## config.mk

```make
export PLATFORM = sky130hd
export DESIGN_NAME = mul_fu_sched
export DESIGN_NICKNAME = d
export VERILOG_FILES = /design/src/rtl/mul_fu_sched.sv
export SDC_FILE = /design/constraint.sdc
export NUM_CORES = 1
export LEC_CHECK = 0
export ABC_AREA = 0
export ABC_CLOCK_PERIOD_IN_PS = 6400
export CAP_MARGIN = 20
export CORE_ASPECT_RATIO = 0.6
export CORE_MARGIN = 2
export CORE_UTILIZATION = 35
export CTS_CLUSTER_SIZE = 20
export DETAILED_ROUTE_END_ITERATION = 10
export GPL_TIMING_DRIVEN = 0
export PLACE_DENSITY = 0.6
export SETUP_SLACK_MARGIN = 0.2
export SLEW_MARGIN = 20
export SYNTH_ARGS = -nofsm -noshare
export SYNTH_HDL_FRONTEND = slang
export SYNTH_SLANG_ARGS = --single-unit
```

## constraint.sdc

```tcl
create_clock -name clk -period 6.4 [get_ports clk]
set_input_delay 1.6 -clock clk [delete_from_list [all_inputs] [get_ports clk]]
set_output_delay 1.6 -clock clk [all_outputs]
set_load 0.005 [all_outputs]
```

## src/rtl/mul_fu_sched.sv

```systemverilog
`default_nettype none
//============================================================================
// Module   : mul_fu_sched
// Purpose  : Issue scheduler for the 16x16 Wallace multiplier functional unit.
//            Arbitrates NUM_RS reservation stations, issues at most one op per
//            cycle into a LAT-stage pipeline, and broadcasts tagged 32-bit
//            products on the CDB with valid/ready backpressure and flush.
// Options  : `define MUL_SCHED_RR_EN -> round-robin arbitration
//            (undefined -> fixed priority, lowest index wins, no pointer)
// Revision : 1.0 - initial release
//============================================================================
module mul_fu_sched #(
  parameter int NUM_RS = 3,
  parameter int TAG_W  = 4,
  parameter int LAT    = 3
) (
  input  logic                    clk,
  input  logic                    rst_n,
  input  logic                    flush,
  input  logic [NUM_RS-1:0]       rs_req,
  input  logic [NUM_RS*TAG_W-1:0] rs_tag,
  input  logic [NUM_RS*16-1:0]    rs_a,
  input  logic [NUM_RS*16-1:0]    rs_b,
  output logic [NUM_RS-1:0]       rs_gnt,
  output logic                    cdb_valid,
  input  logic                    cdb_ready,
  output logic [TAG_W-1:0]        cdb_tag,
  output logic [31:0]             cdb_data,
  output logic                    busy
);

  // Rows remaining after each 3:2 reduction level of the 16-row tree.
  function automatic int wt_rows(input int lvl);
    int n;
    n = 16;
    for (int k = 0; k < lvl; k++) n = 2 * (n / 3) + (n % 3);
    return n;
  endfunction

  localparam int WT_LVLS = 6;  // 16 -> 11 -> 8 -> 6 -> 4 -> 3 -> 2

  logic                    w_adv;
  logic                    w_take;
  logic [NUM_RS-1:0]       w_pick;
  logic [TAG_W-1:0]        w_sel_tag;
  logic [15:0]             w_sel_a;
  logic [15:0]             w_sel_b;
  logic [15:0]             w_mul_a;
  logic [15:0]             w_mul_b;
  logic [31:0]             w_mul_p;
  logic [31:0]             w_out_prod;
  logic [31:0]             w_wt [WT_LVLS+1][16];
  logic [LAT-1:0]          vld_q;
  logic [TAG_W-1:0]        tag_q [LAT];

  // A stalled CDB output freezes the whole pipeline.
  assign w_adv  = !cdb_valid || cdb_ready;
  assign w_take = w_adv && !flush && rst_n;

`ifdef MUL_SCHED_RR_EN
  localparam int PTR_W = (NUM_RS > 1) ? $clog2(NUM_RS) : 1;

  logic [PTR_W-1:0] ptr_q;
  logic [PTR_W-1:0] ptr_d;
  logic [PTR_W-1:0] w_pick_idx;
  int               w_best;
  int               w_dist;

  // Round-robin: the requester at the smallest circular distance from ptr wins.
  always_comb begin
    w_pick     = '0;
    w_pick_idx = '0;
    w_best     = NUM_RS;
    w_dist     = 0;
    for (int i = 0; i < NUM_RS; i++) begin
      w_dist = (i >= int'(ptr_q)) ? (i - int'(ptr_q)) : (i + NUM_RS - int'(ptr_q));
      if (rs_req[i] && (w_dist < w_best)) begin
        w_best     = w_dist;
        w_pick     = '0;
        w_pick[i]  = 1'b1;
        w_pick_idx = PTR_W'(i);
      end
    end
  end

  assign ptr_d = (w_pick_idx == PTR_W'(NUM_RS - 1)) ? '0 : (w_pick_idx + PTR_W'(1));

  // Pointer steps past the granted station; it holds when nothing is granted.
  always_ff @(posedge clk or negedge rst_n) begin
    if (!rst_n) begin
      ptr_q <= '0;
    end else if (|rs_gnt) begin
      ptr_q <= ptr_d;
    end
  end
`else
  // Fixed priority: the lowest-indexed requester wins.
  always_comb begin
    w_pick = '0;
    for (int i = NUM_RS - 1; i >= 0; i--) begin
      if (rs_req[i]) begin
        w_pick    = '0;
        w_pick[i] = 1'b1;
      end
    end
  end
`endif

  assign rs_gnt = w_take ? w_pick : '0;

  // Route the granted station's tag and operands toward stage 1.
  always_comb begin
    w_sel_tag = '0;
    w_sel_a   = '0;
    w_sel_b   = '0;
    for (int i = 0; i < NUM_RS; i++) begin
      if (rs_gnt[i]) begin
        w_sel_tag = rs_tag[i*TAG_W +: TAG_W];
        w_sel_a   = rs_a[i*16 +: 16];
        w_sel_b   = rs_b[i*16 +: 16];
      end
    end
  end

  // 16-bit Wallace multiplier: partial products, 3:2 carry-save levels, final add.
  always_comb begin
    for (int l = 0; l <= WT_LVLS; l++) begin
      for (int r = 0; r < 16; r++) w_wt[l][r] = '0;
    end
    for (int i = 0; i < 16; i++) begin
      w_wt[0][i] = w_mul_b[i] ? ({16'b0, w_mul_a} << i) : 32'b0;
    end
    for (int l = 1; l <= WT_LVLS; l++) begin
      for (int g = 0; g < 5; g++) begin
        if (3 * g + 2 < wt_rows(l - 1)) begin
          w_wt[l][2*g]   = w_wt[l-1][3*g] ^ w_wt[l-1][3*g+1] ^ w_wt[l-1][3*g+2];
          w_wt[l][2*g+1] = ((w_wt[l-1][3*g]   & w_wt[l-1][3*g+1]) |
                            (w_wt[l-1][3*g]   & w_wt[l-1][3*g+2]) |
                            (w_wt[l-1][3*g+1] & w_wt[l-1][3*g+2])) << 1;
        end
      end
      for (int r = 0; r < 2; r++) begin
        if (r < wt_rows(l - 1) % 3) begin
          w_wt[l][2*(wt_rows(l-1)/3)+r] = w_wt[l-1][3*(wt_rows(l-1)/3)+r];
        end
      end
    end
    w_mul_p = w_wt[WT_LVLS][0] + w_wt[WT_LVLS][1];
  end

  // Valid bits and tags shift on advance; flush kills every stage at once.
  always_ff @(posedge clk or negedge rst_n) begin
    if (!rst_n) begin
      vld_q <= '0;
      for (int s = 0; s < LAT; s++) tag_q[s] <= '0;
    end else begin
      if (flush) begin
        vld_q <= '0;
      end else if (w_adv) begin
        vld_q[0] <= |rs_gnt;
        for (int s = 1; s < LAT; s++) vld_q[s] <= vld_q[s-1];
      end
      if (w_adv) begin
        tag_q[0] <= w_sel_tag;
        for (int s = 1; s < LAT; s++) tag_q[s] <= tag_q[s-1];
      end
    end
  end

  if (LAT == 1) begin : g_lat1
    logic [31:0] prod_q;

    assign w_mul_a    = w_sel_a;
    assign w_mul_b    = w_sel_b;
    assign w_out_prod = prod_q;

    // Single stage: the multiplier sits in front of the only register.
    always_ff @(posedge clk or negedge rst_n) begin
      if (!rst_n) begin
        prod_q <= '0;
      end else if (w_adv) begin
        prod_q <= w_mul_p;
      end
    end
  end else begin : g_latn
    logic [15:0] a_q;
    logic [15:0] b_q;
    logic [31:0] prod_q [LAT-1];

    assign w_mul_a    = a_q;
    assign w_mul_b    = b_q;
    assign w_out_prod = prod_q[LAT-2];

    // Stage 1 holds operands; stages 2..LAT carry the finished product.
    always_ff @(posedge clk or negedge rst_n) begin
      if (!rst_n) begin
        a_q <= '0;
        b_q <= '0;
        for (int s = 0; s < LAT - 1; s++) prod_q[s] <= '0;
      end else if (w_adv) begin
        a_q       <= w_sel_a;
        b_q       <= w_sel_b;
        prod_q[0] <= w_mul_p;
        for (int s = 1; s < LAT - 1; s++) prod_q[s] <= prod_q[s-1];
      end
    end
  end

  assign cdb_valid = vld_q[LAT-1];
  assign cdb_tag   = tag_q[LAT-1];
  assign cdb_data  = w_out_prod;
  assign busy      = |vld_q;

endmodule
`default_nettype wire
```

==> results of run 1 <==
## metrics by stage
stage / total power, W / util (%) / cell area, um2
2_1_floorplan: 0.001276 / - / 12800
3_3_place_gp: 0.001607 / 41.28 / 14950
3_5_place_dp: 0.001622 / 41.36 / 14980
4_1_cts: 0.002263 / 42.35 / 15340
5_1_grt: 0.002390 / 42.82 / 15510
6_report: 0.002257 / 42.82 / 15510
## registers in the layout, indices dropped and copies added, names as in the netlist
register	count
cdb_tag	4
tag_q	8
cdb_data	32
g_latn.prod_q	32
g_latn.b_q	16
vld_q	3
g_latn.a_q	16
## power by group
part	switching (W)	internal (W)
clock	0.000315	0.000316
combinational	0.000379	0.000366
sequential	0.0000867	0.000793
total	0.000781	0.00148
## layer usage
| layer | global-route usage (%) | vias up | part of all wire [%] |
|---|---|---|---|
| met5 | 0 | - | 0 |
| met4 | 3.940 | 0 | 1.7 |
| met3 | 5.227 | 38 | 7.4 |
| met2 | 29.66 | 340 | 42 |
| met1 | 32.11 | 5437 | 49 |
| li1 | - | 4774 | - |
## logic make-up (layout without fill, tap and decap cells)
kind of cell    after synthesis  count (layout)
xor+xnor                     18              18
compound gates              171             171
fa+ha+maj                   278             278
mux                           1               1
flops                       111             111
buf+inv                     294             475
simple gates                535             535
## cell usage after synthesis, types with 2 or more instances
master    count
nand2_1     290
fa_1        201
inv_1       176
and2_1      142
dfrtp_1     111
ha_1         77
a21oi_1      76
nor2_1       66
clkbuf_1     61
a222oi_1     36
buf_4        36
o21ai_0      21
buf_2        18
nand4_1      10
xnor2_1      10
nand3_1       9
xor2_1        8
a211oi_1      6
nor3_1        6
o21ai_1       4
buf_1         3
o211ai_1      3
a21o_1        2
a221oi_1      2
a22oi_1       2
a31oi_1       2
a41oi_2       2
and3b_1       2
and4_1        2
o211ai_2      2
o21bai_1      2
o22ai_1       2
## area by class of cell
class / instances / area (um2) / share of cell area (%)
multi-input cells: 1003 / 8803 / 56.77
flip-flops and latches: 111 / 2803 / 18.07
repair buffers: 165 / 1648 / 10.63
plain buffers: 118 / 681.9 / 4.397
inverters: 176 / 660.6 / 4.260
well taps: 476 / 595.6 / 3.841
clock buffers: 10 / 229.0 / 1.477
clock inverters: 6 / 86.33 / 0.5567
## worst max path at each step
stage                                    endpoint                 startpoint  slack (ns)  cells past startpoint
floorplan           g_latn.prod_q[61]$_DFFE_PN0N_  g_latn.a_q[6]$_DFFE_PN0N_        0.97                     19
global placement                        rs_gnt[2]                      rst_n       -3.10                      6
detailed placement  g_latn.prod_q[57]$_DFFE_PN0N_  g_latn.a_q[9]$_DFFE_PN0N_       -0.20                     19
CTS                 g_latn.prod_q[57]$_DFFE_PN0N_  g_latn.a_q[6]$_DFFE_PN0N_        0.20                     19
global route        g_latn.prod_q[58]$_DFFE_PN0N_  g_latn.b_q[3]$_DFFE_PN0N_        0.11                     18
finish              g_latn.prod_q[57]$_DFFE_PN0N_  g_latn.b_q[5]$_DFFE_PN0N_        0.27                     18
## worst max-delay path, cell delays in order, from the launching register on
cell	delay, ns
dfrtp_1	0.52
clkbuf_2	0.30
and2_1	0.22
fa_1	0.54
inv_1	0.06
fa_1	0.53
inv_1	0.05
fa_1	0.50
fa_1	0.42
ha_1	0.29
ha_1	0.28
ha_1	0.25
fa_1	0.51
a211oi_2	0.30
o211ai_2	0.21
a21oi_2	0.39
o21ai_0	0.21
xnor2_1	0.28
a21oi_1	0.11
## repair_timing
action	4_1_cts	5_1_grt
gates resized for setup	33	73
endpoints found under the setup margin	11	14
pin swaps	0	4
buffers inserted	0	9
==> flow_metrics.tcl, run 1 <==
set metrics [dict create \
    finalSetupViolCount 0 \
    drt_first_pass_iters 9 \
    max_freq_ghz 0.1630 \
    fillers 3618 \
    num_rows 54 \
    cts_tree "done" \
    yosys-top-cells-area "fa_1 31%, dfrtp_1 22%, nand2_1 8.5%, ha_1 7.5%, and2_1 6.9%" \
    fin_ws_ns 0.2652 \
    yosys.cell_types.count 50 \
    die_w_um 250.9 \
    gr-total-overflow 0 \
    yosys_most_used_dff "dfrtp_1" \
    skew_ns 0.01527 \
    ff2ff_path_depth 18 \
    hold_ws_ns 0.4696 \
    clkTransAtPathRegs_ns 0.09 \
    num_io_pins 156 \
    routed_wl_um 39030 \
    core_area_um2 36210 \
    synth_xor_area_share_pct 1.232 \
    rsz0062_at_grt "true" \
    grt_pass1_wl_um 60840 \
    drt_iter0_drc 924 \
    worstPathRequired_ns 6.63 \
    hold_viol 0 \
    antenna_found_initial 0 \
    drive_above_1_share_pct 9.062 \
    n_antenna_cell 0 \
    r2r_start "g_latn.b_q[5]$_DFFE_PN0N_" \
    layout_common_cells "290 x nand2_1, 201 x fa_1, 176 x inv_1" \
    synth_mux_area_share_pct 0.07819 \
    hp-start "g_latn.prod_q[37]$_DFFE_PN0N_" \
    maxCapViolCount 0 \
    cp_data_arrival_time_ns 6.37 \
    avgSynthCellArea_um2 9.092 \
    powerDensity_nw_per_um2 145.6 \
    worstMarginPinSlew_ns 0.8246 \
    grt_pass1_vias 10519 \
    min_to "g_latn.prod_q[37]$_DFFE_PN0N_" \
    fin_crit_sh_pct 95.86 \
    synth_compound_area_share_pct 9.022 \
    layout_commonest_cell "nand2_1" \
    netlist.area_leader.share_pct 31.43 \
    period_needed_ns 6.135 \
    yosysSeqAreaShare_pct 21.70 \
    clock_latency_ns 0.38 \
    grt_usage_pct 20.88 \
    synth_edf_count 0 \
    synthArstFlopShare_pct 100.0 \
    dpl.cell_count 2040 \
    numCtsBuffers 9 \
    drc 0 \
    finalNetCount 1977 \
    cp-end-kind "flip-flop" \
    final_max_slew_viol_count 0 \
    cts_buffer_depth 2 \
    htreeDepth 3 \
    wl_per_cell_um 18.90 \
    cts.sink_count 111 \
    crit_path_start_kind "flip-flop" \
    yosysTopAreaCell "fa_1" \
    initial_utilization_pct 35.35 \
    dp_slack_ns -0.1977 \
    netlist_area_um2 12800 \
    routed_via_density 5.128 \
    hold_path_depth 2 \
    worstSetupPathType "reg2reg" \
    rrSetupSlack_ns 0.27 \
    synth_top_family_by_area "adder cells" \
    min_path_type "reg2reg" \
    cts_root_buf "clkbuf_16" \
    peakVddDrop_uv 129.6 \
    synth_cells 1408 \
    yosys.area_share.simple_pct 19.16 \
    die_area_um2 38170 \
    final_antenna_net_count 0 \
    dp_hpwl_um 31900 \
    yosys_warnings 0 \
    die_y_um 152.1 \
    area_growth_pct 21.14 \
    ys_seq_elements 111 \
    fin_cells 2065 \
    slew_headroom_pct 45.03 \
    portBuffers 155 \
    synthAdderAreaFrac_pct 38.96 \
    grt_max_degree 64 \
    num_vias 10589 \
    gp_congestion 0.9216 \
    hold_buffers 0 \
    crit_fanout 10 \
    finalSetupTns_ns 0 \
    synthesis.nets 1801 \
    leakagePower_nw 7.012 \
    timing.rr.end "g_latn.prod_q[57]$_DFFE_PN0N_" \
    status "completed" \
]
Power figures use the tool's default switching activity.
==> run 2: changes to the inputs <==
- GPL_TIMING_DRIVEN: 0 -> unset
==> flow_metrics.tcl, run 2 (synthesized netlist as in run 1, its figures left out) <==
set metrics [dict create \
    slowest_delay_ns 0.57 \
    rsz0062_at_grt "true" \
    r2r_start "g_latn.a_q[6]$_DFFE_PN0N_" \
    fin_crit_sh_pct 93.09 \
    leakagePower_nw 6.549 \
    drc 0 \
    status "completed" \
    cp_data_arrival_time_ns 6.18 \
    grt_max_degree 101 \
    core_area_um2 36210 \
    dpl.cell_count 1937 \
    p_sw_w 0.0007356 \
    clkPwrFrac_pct 28.1 \
    skew_ns 0.01374 \
    initial_utilization_pct 35.35 \
    worstMarginPinSlew_ns 1.041 \
    layout_commonest_cell "nand2_1" \
    finalSetupTns_ns 0 \
    comb_power_share_pct 29.0 \
    die_area_um2 38170 \
    hold_ws_ns 0.4692 \
    crit_path_start_kind "flip-flop" \
    cp_common_cell "fa_1" \
    cts_buffer_depth 2 \
    worstSetupPathType "reg2reg" \
    seq_power_share_pct 42.9 \
    antenna_found_initial 0 \
    slowest_stage "dfrtp_4" \
    worstPathRequired_ns 6.62 \
    placed_area_um2 14480 \
    drt_first_pass_iters 8 \
    routed_wl_um 34040 \
    numCtsBuffers 9 \
    gp_congestion 0.8893 \
    hp-start "cdb_data[2]$_DFFE_PN0N_" \
    period_needed_ns 5.958 \
    worstPathCellList "nand2_1 -> fa_1 -> fa_1 -> fa_1 -> inv_1 -> fa_1 -> inv_1 -> fa_1 -> inv_1 -> fa_1 -> ha_1 -> a21oi_1 -> o221ai_1 -> a21oi_2 -> o21ai_0 -> xnor2_1 -> a21oi_1" \
    hold_buffers 0 \
    finalNetCount 1865 \
    cts_root_buf "clkbuf_16" \
    peakVddDrop_uv 119.0 \
    stdcell_area_um2 14850 \
    wl_per_cell_um 17.43 \
    drive_above_1_share_pct 4.672 \
    switching_share_pct 34.65 \
    portBuffers 155 \
    die_w_um 250.9 \
    p_int_w 0.001388 \
    fin_cells 1953 \
    powerDensity_nw_per_um2 143.0 \
    num_rows 54 \
    min_path_type "reg2reg" \
    ff2ff_path_depth 17 \
    area_growth_pct 16.02 \
    slew_headroom_pct 30.62 \
    die_y_um 152.1 \
    max_freq_ghz 0.1678 \
    crit_fanout 17 \
    final_antenna_net_count 0 \
    grt_pass1_wl_um 55560 \
    post_cts_resized 7 \
    timing.rr.end "g_latn.prod_q[57]$_DFFE_PN0N_" \
    grt_pass1_vias 9996 \
    htreeDepth 3 \
    drt_iter0_drc 868 \
    postCtsSetupBuffers 0 \
    hold_path_depth 2 \
    cts.sink_count 111 \
    num_vias 9873 \
    clkTransAtPathRegs_ns 0.08 \
    hold_viol 0 \
    cp-end-kind "flip-flop" \
    layout_common_cells "290 x nand2_1, 201 x fa_1, 176 x inv_1" \
    gr-total-overflow 0 \
    cts_tree "done" \
    routed_via_density 5.055 \
    final_max_slew_viol_count 0 \
    maxCapViolCount 0 \
    n_antenna_cell 0 \
    dp_hpwl_um 26560 \
    num_io_pins 156 \
    fillers 3573 \
    rrSetupSlack_ns 0.44 \
    grt_usage_pct 18.51 \
    finish.utilization_pct 41.01 \
    min_to "cdb_data[2]$_DFFE_PN0N_" \
    clock_latency_ns 0.38 \
    finalSetupViolCount 0 \
]
## run 2: cell count changes in the layout (fill, tap and decap cells not counted), moves of 3 or more
cell,before,now
buf_1,3,0
dfrtp_4,0,6
clkbuf_1,29,0
buf_2,26,0
clkbuf_4,16,0
dfrtp_1,91,87
buf_4,45,17
clkbuf_2,9,0
## run 2: per-layer routing
metal,GRT usage (%),wire length (um)
met4,3.146,416
met3,3.758,2097
met5,0,0
met2,27.49,15240
met1,28.17,16290
## run 2: power groups by stage
stage,Sequential (W),Combinational [W],Clock [W]
after floorplan,0.000850,0.000425,0
after global placement,0.000916,0.000609,0
after detailed placement,0.000920,0.000619,0
after CTS,0.000907,0.000623,0.000617
after global routing,0.000925,0.000694,0.000640
final,0.000911,0.000615,0.000597
## run 2: layout make-up
class | count | area, um2 | area share (%)
Multi-Input combinational cell | 1003 | 8803 | 59.28
Sequential cell | 111 | 2823 | 19.01
Timing Repair Buffer | 171 | 1669 | 11.24
Inverter | 176 | 660.6 | 4.448
Tap cell | 476 | 595.6 | 4.010
Clock buffer | 10 | 239.0 | 1.609
Clock inverter | 6 | 61.31 | 0.4128
## run 2: worst max-delay path by stage
stage	cells past startpoint	startpoint	to	slack (ns)
6_report	17	g_latn.a_q[6]$_DFFE_PN0N_	g_latn.prod_q[57]$_DFFE_PN0N_	0.44
5_1_grt	17	g_latn.a_q[6]$_DFFE_PN0N_	g_latn.prod_q[57]$_DFFE_PN0N_	0.15
4_1_cts	17	g_latn.a_q[8]$_DFFE_PN0N_	g_latn.prod_q[57]$_DFFE_PN0N_	0.20
3_5_place_dp	17	g_latn.a_q[6]$_DFFE_PN0N_	g_latn.prod_q[57]$_DFFE_PN0N_	0.15
3_3_place_gp	17	g_latn.a_q[6]$_DFFE_PN0N_	g_latn.prod_q[57]$_DFFE_PN0N_	0.19
2_1_floorplan	19	g_latn.a_q[6]$_DFFE_PN0N_	g_latn.prod_q[61]$_DFFE_PN0N_	0.97
## run 2: critical path: cells and delay by family, from the launching register on
family                   cells  cell delay [ns]
AND/OR/NAND/NOR              1             0.12
AO/OA/AOI/OAI                5             1.19
flip-flops                   1             0.57
XOR/XNOR                     1             0.27
buffers and inverters        3             0.15
adder cells (fa/ha/maj)      7             3.47
## run 2: stage by stage
| step | setup WS [ns] | total power (W) |
|---|---|---|
| finish | 0.4421 | 0.002123 |
| CTS | 0.2046 | 0.002147 |
| floorplan | 0.9717 | 0.001276 |
| global route | 0.1529 | 0.002258 |
| detailed placement | 0.1490 | 0.001539 |
| global placement | 0.1867 | 0.001525 |
==> run 3: changes to the inputs <==
- SLEW_MARGIN: 20 -> 40
==> flow_metrics.tcl, run 3 (synthesized netlist as in run 1, its figures left out) <==
set metrics [dict create \
    drt_iter0_drc 838 \
    cp_num_buf_inv 3 \
    powerDensity_nw_per_um2 143.0 \
    worstSetupPathType "reg2reg" \
    grt_max_degree 71 \
    portBuffers 155 \
    cts_buffer_depth 2 \
    slowest_delay_ns 0.57 \
    fillers 3615 \
    status "completed" \
    finalSetupViolCount 0 \
    htreeDepth 3 \
    num_io_pins 156 \
    wl_per_cell_um 17.48 \
    die_y_um 152.1 \
    area_growth_pct 16.05 \
    drc 0 \
    slowest_stage "fa_1" \
    initial_utilization_pct 35.35 \
    crit_path_start_kind "flip-flop" \
    clock_latency_ns 0.38 \
    finalSetupTns_ns 0 \
    core_area_um2 36210 \
    numCtsBuffers 9 \
    grt_pass1_vias 9957 \
    skew_ns 0.01567 \
    die_area_um2 38170 \
    grt_usage_pct 18.41 \
    clkTransAtPathRegs_ns 0.09 \
    finish.utilization_pct 41.02 \
    routed_via_density 5.046 \
    final_antenna_net_count 0 \
    worstMarginPinSlew_ns 0.7474 \
    period_needed_ns 6.020 \
    antenna_found_initial 0 \
    dp_hpwl_um 26590 \
    leakagePower_nw 6.549 \
    drive_above_1_share_pct 4.601 \
    final_max_slew_viol_count 0 \
    num_vias 9864 \
    max_freq_ghz 0.1661 \
    peakVddDrop_uv 129.0 \
    num_rows 54 \
    cp-end-kind "flip-flop" \
    cts_tree "done" \
    die_w_um 250.9 \
    cts_root_buf "clkbuf_16" \
    use_met1_pct 28.07 \
    min_path_type "reg2reg" \
    layout_commonest_cell "nand2_1" \
    maxCapViolCount 0 \
    layout_common_cells "290 x nand2_1, 201 x fa_1, 176 x inv_1" \
    worstPathCellList "buf_4 -> and2_1 -> fa_1 -> inv_1 -> fa_1 -> fa_1 -> fa_1 -> fa_1 -> inv_1 -> fa_1 -> ha_1 -> nand4_1 -> a211oi_1 -> a21oi_2 -> o41ai_1 -> xnor2_1 -> o21ai_1" \
    cts.sink_count 111 \
    gr-total-overflow 0 \
    finalNetCount 1866 \
    routed_wl_um 34180 \
    path_delay_family "adder cells" \
    crit_fanout 13 \
    cp_common_cell "fa_1" \
    grt-busiest-layer "met1" \
    worstPathRequired_ns 6.64 \
    fin_crit_sh_pct 94.06 \
    drt_first_pass_iters 6 \
    grtUsageMet3_pct 3.639 \
    hold_viol 0 \
    rsz0062_at_grt "false" \
    gp_congestion 0.8893 \
    cp_data_arrival_time_ns 6.26 \
    slew_headroom_pct 50.17 \
    grtUsageMet2_pct 27.41 \
    grt_pass1_wl_um 55300 \
]
==> run 3: cell types whose count changed in the layout (fill, tap and decap cells not counted), sizes merged <==
cell / delta
diode: +1
clkinvlp: +1
inv: +1
clkbuf: -1
buf: +1
clkinv: -1
==> run 3: final timing paths <==
check | cells after the start | slack [ns] | end | start
max in group asynchronous | 3 | 3.85 | g_latn.b_q[11]$_DFFE_PN0N_ | rst_n
min in group asynchronous | 2 | 1.41 | g_latn.prod_q[33]$_DFFE_PN0N_ | rst_n
worst min register to register | 2 | 0.47 | cdb_data[2]$_DFFE_PN0N_ | cdb_data[2]$_DFFE_PN0N_
worst min-delay path | 2 | 0.47 | cdb_data[2]$_DFFE_PN0N_ | cdb_data[2]$_DFFE_PN0N_
worst max-delay path | 17 | 0.38 | g_latn.prod_q[61]$_DFFE_PN0N_ | g_latn.b_q[6]$_DFFE_PN0N_
worst max register to register | 17 | 0.38 | g_latn.prod_q[61]$_DFFE_PN0N_ | g_latn.b_q[6]$_DFFE_PN0N_
==> run 3: what timing repair did <==
item                       4_1_cts  5_1_grt
setup endpoints to repair        2        7
hold buffers                     0        0
buffers inserted                 0        0
resized for setup                6       24
==> run 3: cell type report <==
| cell class | instances | area, um2 | area share [%] |
|---|---|---|---|
| diodes | 1 | 2.502 | 0.01684 |
| clock buffers | 9 | 225.2 | 1.516 |
| clock inverters | 7 | 71.32 | 0.4801 |
| inverters | 176 | 660.6 | 4.447 |
| multi-input cells | 1003 | 8787 | 59.15 |
| flip-flops and latches | 111 | 2820 | 18.98 |
| well taps | 476 | 595.6 | 4.009 |
| repair buffers | 172 | 1693 | 11.40 |
==> run 3: per-layer routing <==
| metal | routed length [um] | up-vias |
|---|---|---|
| met5 | 0 | - |
| met1 | 16330 | 5004 |
| met4 | 503 | 0 |
| met2 | 15010 | 305 |
| li1 | - | 4530 |
| met3 | 2337 | 25 |
==> run 3: report_power, final <==
| part | switching, W | leakage, nW | total (W) | internal, W |
|---|---|---|---|---|
| Combinational | 0.000310 | 4.95 | 0.000619 | 0.000309 |
| Clock | 0.000318 | 0.145 | 0.000596 | 0.000278 |
| Sequential | 0.000116 | 1.45 | 0.000910 | 0.000794 |
==> run 3: worst reg2reg max path, cell delays in order (launching register included) <==
cell and delay, ns:
dfrtp_2 0.53, buf_4 0.21, and2_1 0.16, fa_1 0.48
inv_1 0.06, fa_1 0.49, fa_1 0.57, fa_1 0.44
fa_1 0.50, inv_1 0.05, fa_1 0.43, ha_1 0.49
nand4_1 0.20, a211oi_1 0.34, a21oi_2 0.18, o41ai_1 0.47
xnor2_1 0.19, o21ai_1 0.08
==> run 3: through the flow <==
| step | instance area, um2 | instances | setup slack [ns] | hold WS, ns | total power [W] |
|---|---|---|---|---|---|
| final | 14860 | 1955 | 0.3803 | 0.4699 | 0.002124 |
| after global routing | 14850 | 1954 | 0.2050 | 0.4959 | 0.002251 |
| after CTS | 14810 | 1954 | 0.2025 | 0.4748 | 0.002142 |
| after detailed placement | 14510 | 1938 | 0.1877 | 0.4549 | 0.001540 |
| after global placement | 14480 | 1937 | 0.1867 | 0.4504 | 0.001525 |
| after floorplan | 12800 | 1408 | 0.9717 | 0.4386 | 0.001276 |
==> RTL edit, RTL diff (config.mk and constraints of run 1) <==
Add a define of `MUL_SCHED_RR_EN`.
--- a/src/rtl/mul_fu_sched.sv
+++ b/src/rtl/mul_fu_sched.sv
@@ -9,6 +9,8 @@
 //            (undefined -> fixed priority, lowest index wins, no pointer)
 // Revision : 1.0 - initial release
 //============================================================================
+`define MUL_SCHED_RR_EN
+
 module mul_fu_sched #(
   parameter int NUM_RS = 3,
   parameter int TAG_W  = 4,
Behaviour: not the same (Yosys sat finds a counterexample within 4 cycles, from zero or initial values and one cycle with rst_n low).
==> RTL edit against run 1 <==
- synthesized area increased by 4.9%
- routed wire length up 9.2%
- global-route usage grew 1.0 points
- final area rose by 9.0%
- die area rose by 4.8%
- worst hold slack got worse by 0.0056 ns
- sequential cell count grew 2
- first-iteration DRC count decreased by 4.3%
- setup slack improved by 0.11 ns
- non-clock buffer count increased by 25
- largest cell class unchanged
Power is not compared: it rests on default switching activity, and its combinational part moved more than twofold at a synthesized area within 25%.
==> RTL edit: results <==
group,metric,value,unit
run_status,status,"complete, no violations",
grt,grt_max_degree,75,
grt,grt_pass1_vias,11652,
final_layout,multi_input_area_share,0.558,
detailed_routing,drtIter0Drc,884,
logic_synthesis,syn_nets,1934,
logic_synthesis,syn_inst,1531,
final_layout,final_util,0.448,
final_layout,clock_buffers,23,
placement,gp_congestion,0.905,
logic_synthesis,yosys-mux-area-fraction,0,
detailed_routing,drt_wl_total,42600,um
logic_synthesis,synth_xor_area_frac,0.0104,
floorplan,dieArea,40000,sq um
worst_setup_path,worstSetupEndpoint,"g_latn.prod_q[61]",
final_layout,num-nonclk-inverters,170,
detailed_routing,wl_met3,3760,um
final_layout,layout-drive-gt1-share,0.120,
detailed_routing,wl_met1,19900,um
timing,finalHoldWorstSlack,0.464,ns
timing,period_needed,6.03,ns
worst_setup_path,cp.arrival,6.35,ns
logic_synthesis,synth.area.top_cells,"fa_1 (30%), dfrtp_1 (21%), nand2_1 (10%), ha_1 (8.1%), and2_1 (6.7%)",
worst_setup_path,r2r_cells,19,
placement,dpl_cell_area,15600,sq um
detailed_routing,wl_met2,18300,um
grt,met3_usage,0.0614,
cts,clk_pin_slew,0.06,ns
final_layout,seq_share,0.169,
logic_synthesis,yosysUniqueCellTypes,57,
cts,insertion_delay,0.44,ns
placement,dp_hpwl,34400,um
worst_setup_path,ff2ff_setup_slack,0.37,ns
cts,htreeDepth,4,
grt,antenna_found_initial,3,
worst_setup_path,r2r_start,"g_latn.b_q[3]",
timing,relSlewSlack,0.372,
logic_synthesis,ys_seq_elements,113,
hold_path,min_to,"cdb_data[3]",
hold_path,min-delay-start,"cdb_data[3]",
detailed_routing,first_pass_iters,5,
final_layout,nNonClkBuffers,308,
logic_synthesis,yosysSeqAreaShare,0.211,
logic_synthesis,synth_common_cells,"nand2_1 (361), fa_1 (201), inv_1 (170), and2_1 (144), dfrtp_1 (113)",
logic_synthesis,synth_compound_area_frac,0.0916,
[RTL edit: cell count changes in the layout (fill, tap and decap cells not counted), sizes merged, moves of 9 or more]
| cell | change |
|---|---|
| inv | -9 |
| nand4 | -9 |
| buf | +36 |
| nand3 | +35 |
| a222oi | -36 |
| a21o | +10 |
| o21ai | +38 |
| ha | +10 |
| nand2 | +71 |
| nor2 | -43 |
| a21oi | +29 |
[RTL edit: timing repair]
action | CTS | global route
gates cloned | 0 | 0
buffers inserted | 9 | 27
setup endpoints to repair | 16 | 12
pin swaps | 2 | 18
gates resized for setup | 99 | 67
[RTL edit: worst max-delay path: stages (launching register included)]
cell and delay, ns:
dfrtp_2 0.44, clkbuf_8 0.20, and2_1 0.19, fa_1 0.53
inv_1 0.05, fa_1 0.48, fa_1 0.52, fa_1 0.54
fa_1 0.56, inv_1 0.06, fa_1 0.54, ha_2 0.30
and3_1 0.19, o2111ai_1 0.11, nor2b_2 0.10, o21ai_2 0.25
a21oi_2 0.14, o21a_1 0.19, or3_1 0.30, a31o_1 0.21
